## src/rtl/arbiter_pkg.sv

```systemverilog
// Shared types and select-line encodings for the I/D-cache memory arbiter.
package arbiter_pkg;

    typedef enum logic [1:0] {
        IDLE     = 2'd0,
        SERVE_I  = 2'd1,
        SERVE_D  = 2'd2,
        PREFETCH = 2'd3
    } arb_state_t;

    // Which cache was granted most recently; used to break ties.
    typedef enum logic {
        GRANT_I = 1'b0,
        GRANT_D = 1'b1
    } grant_t;

    localparam logic [1:0] ADDR_I    = 2'b00;
    localparam logic [1:0] ADDR_D    = 2'b01;
    localparam logic [1:0] ADDR_PF   = 2'b10;
    localparam logic [1:0] ADDR_NONE = 2'b11;

    localparam logic [1:0] RW_I      = 2'b00;
    localparam logic [1:0] RW_D      = 2'b01;
    localparam logic [1:0] RW_PF     = 2'b10;
    localparam logic [1:0] RW_IDLE   = 2'b11;

    localparam logic [1:0] RESP_I    = 2'b00;
    localparam logic [1:0] RESP_D    = 2'b01;
    localparam logic [1:0] RESP_PF   = 2'b10;
    localparam logic [1:0] RESP_NONE = 2'b11;

    localparam int LINE_OFFSET_W = 5;

endpackage

```

## src/rtl/arbiter_control.sv

```systemverilog
// Sequencing FSM for the shared I/D-cache physical-memory arbiter.
// Round-robin on simultaneous requests, optional next-line I prefetch.
module arbiter_control
    import arbiter_pkg::*;
#(
    parameter bit PREFETCH_EN = 1'b1,
    parameter int LINE_BYTES  = (1 << LINE_OFFSET_W),
    parameter int CNT_W       = 16
) (
    input  logic             clk,
    input  logic             rst_n,
    input  logic             icache_read_i,
    input  logic             icache_write_i,
    input  logic [31:0]      icache_address_i,
    input  logic             dcache_read_i,
    input  logic             dcache_write_i,
    input  logic             resp_o,
    output logic [1:0]       addr_sel,
    output logic [1:0]       rw_sel,
    output logic             mem_wdata_sel,
    output logic             mem_rdata_sel,
    output logic [1:0]       resp_sel,
    output logic [31:0]      prefetch_addr,
    output logic [CNT_W-1:0] prefetch_cnt
);

    localparam int OFF_W = $clog2(LINE_BYTES);
    localparam int LW    = 32 - OFF_W;

    arb_state_t       state_q, state_d;
    grant_t           grant_q, grant_d;
    logic [31:0]      pfa_q, pfa_d;
    logic [CNT_W-1:0] cnt_q, cnt_d;

    logic          req_i, req_d;
    logic [LW-1:0] line;
    logic [LW-1:0] line_next;
    logic          wrap;
    logic          unused_addr_bits;

    assign req_i     = icache_read_i | icache_write_i;
    assign req_d     = dcache_read_i | dcache_write_i;
    assign line      = icache_address_i[31:OFF_W];
    assign line_next = line + LW'(1);
    // The line after the top of the address space would wrap to 0; never prefetch it.
    assign wrap      = &line;
    // Byte offset within the line is irrelevant to the prefetch target.
    assign unused_addr_bits = ^icache_address_i[OFF_W-1:0];

    assign prefetch_addr = pfa_q;
    assign prefetch_cnt  = cnt_q;

    // State, grant history, prefetch address and counter registers.
    always_ff @(posedge clk or negedge rst_n) begin
        if (!rst_n) begin
            state_q <= IDLE;
            grant_q <= GRANT_I;
            pfa_q   <= '0;
            cnt_q   <= '0;
        end else begin
            state_q <= state_d;
            grant_q <= grant_d;
            pfa_q   <= pfa_d;
            cnt_q   <= cnt_d;
        end
    end

    // Next-state logic: arbitration in IDLE, hold each transfer until resp_o.
    always_comb begin
        state_d = state_q;
        grant_d = grant_q;
        pfa_d   = pfa_q;
        cnt_d   = cnt_q;
        case (state_q)
            IDLE: begin
                // On a tie the side that did not win last time goes first.
                if (req_i && (!req_d || grant_q == GRANT_D)) begin
                    state_d = SERVE_I;
                    grant_d = GRANT_I;
                end else if (req_d) begin
                    state_d = SERVE_D;
                    grant_d = GRANT_D;
                end
            end
            SERVE_I: begin
                if (resp_o) begin
                    state_d = IDLE;
                    if (!wrap) begin
                        pfa_d = {line_next, {OFF_W{1'b0}}};
                    end
                    // A waiting D-cache request takes priority over speculation.
                    if (PREFETCH_EN && !req_d && !wrap) begin
                        state_d = PREFETCH;
                    end
                end
            end
            SERVE_D: begin
                if (resp_o) begin
                    state_d = IDLE;
                end
            end
            PREFETCH: begin
                if (resp_o) begin
                    state_d = IDLE;
                    if (cnt_q != '1) begin
                        cnt_d = cnt_q + CNT_W'(1);
                    end
                end
            end
            default: state_d = IDLE;
        endcase
    end

    // Moore decode of the datapath select lines from the current state.
    always_comb begin
        addr_sel      = ADDR_NONE;
        rw_sel        = RW_IDLE;
        resp_sel      = RESP_NONE;
        mem_wdata_sel = 1'b0;
        mem_rdata_sel = 1'b0;
        case (state_q)
            SERVE_I: begin
                addr_sel = ADDR_I;
                rw_sel   = RW_I;
                resp_sel = RESP_I;
            end
            SERVE_D: begin
                addr_sel      = ADDR_D;
                rw_sel        = RW_D;
                resp_sel      = RESP_D;
                mem_wdata_sel = 1'b1;
                mem_rdata_sel = 1'b1;
            end
            PREFETCH: begin
                addr_sel = ADDR_PF;
                rw_sel   = RW_PF;
                resp_sel = RESP_PF;
            end
            default: ;
        endcase
    end

endmodule

```

## config.mk

```make
export PLATFORM = sky130hd
export DESIGN_NAME = arbiter_control
export DESIGN_NICKNAME = d
export VERILOG_FILES = /design/src/rtl/arbiter_pkg.sv /design/src/rtl/arbiter_control.sv
export SDC_FILE = /design/constraint.sdc
export NUM_CORES = 1
export LEC_CHECK = 0
export ABC_CLOCK_PERIOD_IN_PS = 2400
export CORE_MARGIN = 2
export CORE_UTILIZATION = 46
export CTS_BUF_LIST = sky130_fd_sc_hd__clkbuf_4 sky130_fd_sc_hd__clkbuf_8
export DETAILED_ROUTE_END_ITERATION = 10
export GPL_ROUTABILITY_DRIVEN = 1
export PLACE_DENSITY = 0.89
export SLEW_MARGIN = 20
export SYNTH_ARGS = -nofsm -noshare
export SYNTH_HDL_FRONTEND = slang
export SYNTH_SLANG_ARGS = --single-unit
```

## constraint.sdc

```tcl
create_clock -name clk -period 2.4 [get_ports clk]
set_clock_uncertainty 0.15 [all_clocks]
set_input_delay 0.36 -clock clk [delete_from_list [all_inputs] [get_ports clk]]
set_output_delay 0.36 -clock clk [all_outputs]
set_load 0.01 [all_outputs]
```

After elaboration in Yosys (flattened, before gate mapping)
Index checks and enable logic that the tools add are counted.
{ "totals": {"ff_bits": 46, "in_bits": 39, "out_inout_bits": 56, "elab_cells": 39} }
{ "classes": {"n_addsub": 2, "n_eq_ne": 7, "n_mux": 10, "bitwise": 3, "n_reduce_logical": 13} }
{ "op_table": {"columns": ["cell", "count"], "rows": [
  ["adder 27 x 1 -> 27 bit, second input constant", 1],
  ["AND reduction 27 bit", 1],
  ["adder 16 x 1 -> 16 bit, second input constant", 1],
  ["inequality test 16 bit, second input constant", 1],
  ["case mux 2 bit (3 select lines)", 2],
  ["two-way mux 2 bit", 5],
  ["AND reduction 3 bit", 3],
  ["equality test 2 bit, second input constant", 2],
  ["two-way mux 1 bit", 3],
  ["inequality test 3 bit, second input constant", 1],
  ["equality test 2 x 1 -> 1 bit, second input constant", 1],
  ["logical AND 1 bit", 2],
  ["logical NOT 1 bit", 2],
  ["logical NOT 2 bit", 1],
  ["inequality test 2 x 1 -> 1 bit, second input constant", 1],
  ["inequality test 2 bit, second input constant", 1],
  ["bitwise OR 1 bit", 2],
  ["AND reduction 2 bit", 1],
  ["nonzero test 2 bit", 1],
  ["OR reduction 2 bit", 1],
  ["logical OR 1 bit", 1],
  ["NOT 1 bit", 1]
]} }

Logic depth before layout (Yosys ltp)
Gate-level depths: netlist of the first run.
{ "depth": {"ltp_word": 6, "mapped_depth": 7, "ltp_nobuf": 7} }

Least setup slack after synthesis of the first run
No wires, ideal clock.
{ "synth_timing": {"kind": "reg-to-reg", "startpoint": "register cnt_q[0], in the netlist prefetch_cnt[0]", "endpoint": "register cnt_q[15], in the netlist prefetch_cnt[15]", "setup_time_ns": 0.125, "arrival_ns": 1.530, "required_ns": 2.125, "setup_slack_ns": 0.594, "stages_incl_launch_ff": 7, "period_less_slack_ns": 1.806, "cell_sequence": "dfrtp_1 -> ha_1 -> nand3_1 -> nor4_1 -> nor3_1 -> nand4_1 -> xnor2_1"} }
{ "synth_via": {"elab_chain_cells": 2} }
{ "synth_rtl": {"columns": ["element", "line_no", "source"], "rows": [
  ["start, declared", "arbiter_control.sv:33", "logic [CNT_W-1:0] cnt_q, cnt_d;"],
  ["start signal, assigned", "arbiter_control.sv:64", "cnt_q <= cnt_d;"],
  ["parallel branches: the longest is 2 deep, another holds adder 16 x 1 -> 16 bit", null, null]
]} }
Several ways; the timed one is not identified.
A chain may end at the register's enable or synchronous reset.

Worst setup path after layout of the first run
{ "layout_timing": {"startpoint": "register state_q[0]", "endpoint": "output addr_sel[1]"} }
{ "layout_via": {"elab_chain_cells": 2} }
{ "layout_rtl": {"columns": ["element", "line_no", "source"], "rows": [
  ["start, declared", "arbiter_control.sv:30", "arb_state_t state_q, state_d;"],
  ["start signal, assigned", "arbiter_control.sv:61", "state_q <= state_d;"],
  ["equality test 2 bit or equality test 2 x 1 -> 1 bit (tied branches)", "arbiter_control.sv:121", "case (state_q)"],
  ["case mux 2 bit (3 select lines) (*)", "arbiter_control.sv:121", null],
  ["end, declared", "arbiter_control.sv:18", "output logic [1:0] addr_sel,"]
]} }
Mark *: on every way between the ends. The rest lies on a longest branch, timed or not.

==> results of run 1 <==
cell families (layout without fill, tap and decap cells):
group,count (synthesis),after routing,share of synthesized area
adders and majority gates,7,7,0.03403
xor gates and xnor gates,38,38,0.1293
DFF,46,46,0.4473
other,1,5,0.001457
and+or+nand+nor,114,114,0.2489
muxes,3,3,0.01264
AOI/OAI and AO/OA,36,36,0.07632
buffers and inverters,21,122,0.05007
where the power goes:
part / internal [mW] / switching (mW) / total (mW)
logic: 0.928 / 0.719 / 1.65
clock network: 0.208 / 0.277 / 0.486
registers: 1.06 / 0.190 / 1.25
stage by stage:
stage | setup slack (ns) | instances | area, um2
3_3_place_gp | 0.1010 | 433 | 3607
3_5_place_dp | 0.03924 | 433 | 3607
5_1_grt | 0.08673 | 443 | 3725
4_1_cts | 0.02618 | 442 | 3710
6_report | 0.2094 | 443 | 3725
2_1_floorplan | 0.5943 | 270 | 2589
area by class of cell:
class / count / area share
clock buffer: 5 / 0.01847
clock inverter: 3 / 0.006382
inverter: 6 / 0.006046
multi-input combinational: 203 / 0.3537
sequential: 46 / 0.3090
tap: 72 / 0.02419
timing repair buffer: 108 / 0.2822
timing repair:
action                                 4_1_cts  5_1_grt
gates resized for setup                      0        3
setup endpoints to repair                    0        3
endpoints found under the hold margin       46        0
hold buffers                                 1        0
setup buffers                                0        1
sequential cells by signal, summed over array words and instances, names as in the netlist:
name and count:
grant_q 1, prefetch_cnt 16, prefetch_addr 27, state_q 2
layout by cell type, fill, tap and decap left out, types with 2 or more instances in the layout:
master / instances
clkinvlp_4: 2
and3_1: 5
dfrtp_1: 46
xnor2_1: 22
nand3_4: 2
inv_1: 6
nand3_1: 13
nor3_1: 6
dlymetal6s2s_1: 3
o21ai_0: 5
a31oi_1: 4
ha_1: 7
clkdlybuf4s50_1: 80
buf_12: 2
mux2_2: 2
conb_1: 5
buf_4: 21
xor2_1: 16
nand4b_1: 2
a21oi_1: 25
nor3_4: 2
nand4_1: 15
nor4_4: 2
nor2_1: 38
clkbuf_8: 5
nand2_1: 19
per-layer routing:
metal,vias to the layer above,part of all wire
li1,1124,-
met1,1055,0.44
met2,68,0.50
met3,13,0.036
met4,0,0.025
met5,-,0
worst paths after layout:
| kind | to | slack [ns] | depth (start not counted) |
|---|---|---|---|
| worst max-delay path | addr_sel[1] | 0.21 | 4 |
| worst min-delay path | prefetch_cnt[7] | 0.34 | 1 |
| worst max register to register | prefetch_cnt[1] | 0.38 | 5 |
| worst min register to register | prefetch_cnt[7] | 0.34 | 1 |
| max in group asynchronous | state_q[0] | 1.45 | 3 |
| min in group asynchronous | prefetch_addr[11] | 0.44 | 3 |
==> metrics.csv, run 1 <==
metric,value,unit
Starting Density,0.4732,
PortBufs,84,
worst ir drop on vdd,0.6888,mV
first-pass GRT wire length,10240,um
Area Overhead vs Synth,44.73,%
FF+latch area,0.001151,mm2
area of the core,0.005439,mm2
GRT Total Usage,0.2102,
"Async S/R FF share, synth",1.000,
final slew viol count,0,
Skew-Pair Late Insertion Delay,0.30,ns
RSZ-0062 raised after global routing,no,
cell row count,27,
Critical Path Most Common Cell,inv_1,
Worst EP arrival,1.68,ns
Final Util,0.6848,
CTS Buf Count,5,
"Cell Area, Synth",0.002574,mm2
CP Max Fanout,3,
drt pass-1 iters,4,
sequential area share after synthesis,0.4473,
crit path launch,state_q[0],
CTS tree,built,
Mapped Avg Cell Area,9.676,um2
final hold viol count,0,
Crit path buffers/inverters,3,
Tcrit/Tclk final,0.9128,
GRT busiest layer,met2,
hold slack,0.3436,ns
most frequent cell after synthesis,dfrtp_1,
type of the most critical hold path,register to register,
Tmin final,2.191,ns
antenna violations before repair,0,
initial DRC count,92,
final WL,6128,um
routed wire length per instance,13.83,um
vias per cell,5.102,
grt total ovfl,0,
Yosys Warn Count,0,
min-delay src,prefetch_cnt[7],
Layout Nets,416,
antenna cells,0,
Global Route met1 Usage,0.2731,
outcome,"finished, final reports clean",
CP top delay family,buffers and inverters,
Die W,78.80,um
Routability Congestion,0.8491,
clock tree buffer depth,2,
endpoints failing setup,0,
Power Dens Cells,907.7,mW/mm2
fill count,448,
area of the multi-input gates,0.001318,mm2
Crit. End Element,primary output,
# DRC,0,
synth unique cells,36,
Seq cells post-synth,46,
"top cells by area, synth","dfrtp_1 (45%), xnor2_1 (7.5%), nor2_1 (5.5%)",
crit path max-delay cell type,clkdlybuf4s50_1,
largest net degree at the start of global routing,47,
Max Cap Viol,0,
area share of the leading cell type in the synthesized netlist,0.4473,
type of the worst setup path,register to primary output,
vias in the first global route,2222,
Max Freq,456.5,MHz
commonest cells in the netlist,"dfrtp_1 (46), nor2_1 (38), a21oi_1 (25)",
startpoint type of the worst setup path,register,
Slew HR,0.6382,
Yosys top cell by area,dfrtp_1,
Synth Instances,266,
Total Die Area,0.006209,mm2
leak pwr,1.520,nW
"Cell Chain, Critical Path",inv_1 -> ha_1 -> inv_1 -> clkdlybuf4s50_1,
Worst Max-Slew Pin Slew,0.5377,ns
Critical Path RT,1.89,ns
clock-pin slew on the worst setup and hold paths,0.09,ns
CTS root buffer,clkbuf_8,
grt met2 use,0.3521,
DR vias,2260,
number of flops mapped to enable cells by yosys,0,
setup TNS,0,ns
R2R Path Start,prefetch_cnt[0],
GR met3 Demand/Resource,0.02841,
layout cells sized above 1,0.1213,
chip height,78.80,um
total power,3.381,mW
Final ANT Viol Nets,0,
Main synth FF type,dfrtp_1,
Worst path max stage delay,0.54,ns
CTS Sinks,46,
top-level port count,95,
post-DP HPWL,4771,um
CTS H-Tree Depth,2,
Power figures use the tool's default switching activity.
==> run 2, diff against run 1 <==
--- a/config.mk
+++ b/config.mk
@@ -5,13 +5,14 @@
 export SDC_FILE = /design/constraint.sdc
 export NUM_CORES = 1
 export LEC_CHECK = 0
+export ABC_AREA = 1
 export ABC_CLOCK_PERIOD_IN_PS = 2400
 export CORE_MARGIN = 2
-export CORE_UTILIZATION = 46
+export CORE_UTILIZATION = 49
 export CTS_BUF_LIST = sky130_fd_sc_hd__clkbuf_4 sky130_fd_sc_hd__clkbuf_8
 export DETAILED_ROUTE_END_ITERATION = 10
 export GPL_ROUTABILITY_DRIVEN = 1
-export PLACE_DENSITY = 0.89
+export PLACE_DENSITY = 0.9
 export SLEW_MARGIN = 20
 export SYNTH_ARGS = -nofsm -noshare
 export SYNTH_HDL_FRONTEND = slang
==> metrics.csv, run 2 <==
metric,value,unit,change
vias in the first global route,3112,,+40%
number of flops mapped to enable cells by yosys,0,,unchanged
R2R cell count,10,,+5
CP Max Fanout,4,,+1
Routability Congestion,0.8913,,+5.0%
most frequent cell after synthesis,nand2_1,,
antenna violations before repair,0,,unchanged
CTS tree,built,,
Slew HR,0.6111,,-0.02709
initial DRC count,121,,+32%
"reg-to-reg slack, setup",0.34,ns,-0.04 ns
Area Overhead vs Synth,33.09,%,
Main synth FF type,dfrtp_1,,
RR Endpoint,prefetch_cnt[14],,
worst ir drop on vdd,0.5901,mV,-14%
commonest cells in the netlist,"nand2_1 (184), nor2_1 (52), dfrtp_1 (46)",,
CTS Sinks,46,,unchanged
drt pass-1 iters,4,,unchanged
R2R Path Start,prefetch_cnt[0],,
Critical Path RT,1.89,ns,about the same
total power,3.425,mW,+1.3%
mux contribution to synthesized area,0,,-0.01264
final slew viol count,0,,unchanged
final instance area,0.004061,mm2,+9.0%
violated checks,negative hold slack,,
Die W,82.92,um,+5.2%
RSZ-0062 raised after global routing,no,,
Worst EP arrival,1.70,ns,+0.02 ns
CTS H-Tree Depth,2,,unchanged
Final ANT Viol Nets,0,,unchanged
largest net degree at the start of global routing,47,,unchanged
most frequent cells in the layout,"nand2_1 (184), clkdlybuf4s50_1 (80), nor2_1 (52)",,
simple-gate share of the synthesized area,0.3948,,+0.1459
vias per cell,5.087,,-0.29%
"Cell Area, Synth",0.003052,mm2,+19%
Tmin final,2.215,ns,+0.02398 ns
CTS root buffer,clkbuf_8,,
"most common cell after layout, fill and taps aside",nand2_1,,
post-synthesis compound-gate area fraction,0.04551,,-0.03081
area share of the leading cell type in the synthesized netlist,0.3772,,-0.07005
DR vias,3047,,+35%
final hold viol count,17,,+17
startpoint type of the worst setup path,register,,
grt total ovfl,0,,unchanged
post-DP HPWL,6069,um,+27%
type of the most critical hold path,input pin to asynchronous set/reset pin,,
Worst Max-Slew Pin Slew,0.5833,ns,+0.04559 ns
Total Die Area,0.006875,mm2,+11%
"top cells by area, synth","dfrtp_1 (38%), nand2_1 (23%), nor2_1 (6.4%)",,
clock tree buffer depth,2,,unchanged
Crit. End Element,primary output,,
top-level port count,95,,unchanged
Post-Synth Adder-Cell Area,0.02870,,-0.005330
Skew-Pair Late Insertion Delay,0.30,ns,about the same
Max Cap Viol,0,,unchanged
largest family of logic cells by synthesized area,simple AND/OR/NAND/NOR gates,,
leak pwr,1.899,nW,+25%
first-pass GRT wire length,13470,um,+32%
max reg flops,27,,unchanged
type of the worst setup path,register to primary output,,
XOR/XNOR Fraction of Synth Area,0.06888,,-0.06043
Layout Nets,570,,+37%
final WL,7785,um,+27%
sequential area share after synthesis,0.3772,,-0.07005
antenna cells,0,,unchanged
endpoints failing setup,0,,unchanged
# DRC,0,,unchanged
CTS Buf Count,5,,unchanged
cell row count,28,,+3.7%
Post-CTS Hold Buffers,0,,-1
Starting Density,0.5124,,+0.03920
Seq cells post-synth,46,,unchanged
GRT Total Usage,0.2358,,+0.02565
layout cells sized above 1,0.06679,,-0.05450
Final Util,0.6819,,-0.002907
clock-pin slew on the worst setup and hold paths,0.08,ns,about the same
routed wire length per instance,13.00,um,-6.0%
Yosys top cell by area,dfrtp_1,,
Yosys Warn Count,0,,unchanged
PortBufs,84,,unchanged
"Async S/R FF share, synth",1.000,,unchanged
outcome,"complete, but fails checks",,
synth unique cells,27,,-25%
chip height,82.92,um,+5.2%
area of the core,0.005956,mm2,+9.5%
setup TNS,0,ns,unchanged
Synth Instances,437,,+64%
Mapped Avg Cell Area,6.983,um2,-28%
Power Dens Cells,843.3,mW/mm2,-7.1%
Max Freq,451.5,MHz,-1.1%
placed inst area,0.003926,mm2,+8.8%
Tcrit/Tclk final,0.9228,,+0.009990
hold slack,-0.009776,ns,-0.3534 ns
-- run 2: area by class of cell --
cell class,count,area [um2]
fillers,537,1894
multi-input cells,346,1660
flip-flops and latches,46,1151
repair buffers,93,923.4
inverters,32,120.1
well taps,75,93.84
clock buffers,6,82.58
clock inverters,1,30.03
-- run 2: power breakdown --
part           total, mW  switching, mW  leakage (nW)  internal, mW
logic               1.62          0.751          1.25         0.869
clock network      0.588          0.255        0.0573         0.333
registers           1.22          0.181         0.596          1.03
-- run 2: stage by stage --
stage / hold slack, ns / std cells / setup slack, ns
2_1_floorplan: -0.08559 / 441 / 0.6395
3_3_place_gp: 0.3116 / 590 / 0.08846
3_5_place_dp: 0.3139 / 590 / 0.007754
4_1_cts: 0.005853 / 597 / 0.03483
5_1_grt: 0.04496 / 599 / 0.08014
6_report: -0.009776 / 599 / 0.1854
-- run 2: per-layer routing --
| layer | part of all wire | GRT usage | vias to the layer above |
|---|---|---|---|
| li1 | - | - | 1518 |
| met1 | 0.42 | 0.2736 | 1416 |
| met2 | 0.51 | 0.4274 | 99 |
| met3 | 0.054 | 0.04374 | 14 |
| met4 | 0.021 | 0.09240 | 0 |
| met5 | 0 | 0 | - |
-- run 2: worst max-delay path, stage by stage, from the launching register on --
cell and delay [ns]:
dfrtp_1 0.42, inv_1 0.12, ha_1 0.24, inv_1 0.08
clkdlybuf4s50_1 0.54
-- run 2: how the worst max path moves through the flow --
stage | slack (ns) | start | cells after the start | endpoint
final | 0.19 | state_q[1] | 4 | resp_sel[1]
after global routing | 0.08 | state_q[1] | 4 | resp_sel[1]
after CTS | 0.03 | state_q[0] | 4 | rw_sel[0]
after detailed placement | 0.008 | icache_address_i[6] | 10 | prefetch_addr[8]
after global placement | 0.09 | icache_address_i[6] | 10 | prefetch_addr[16]
after floorplan | 0.64 | prefetch_cnt[0] | 11 | prefetch_cnt[3]
-- run 2: logic make-up after synthesis --
kind of cell / after synthesis
compound gates: 26
xor+xnor: 24
fa+ha+maj: 7
buf+inv: 49
flops: 46
other cells: 1
simple gates: 284
-- run 2: timing repair --
| action | CTS | global route |
|---|---|---|
| setup buffers | 0 | 2 |
| endpoints found under the setup margin | 0 | 3 |
| resized for setup | 0 | 3 |
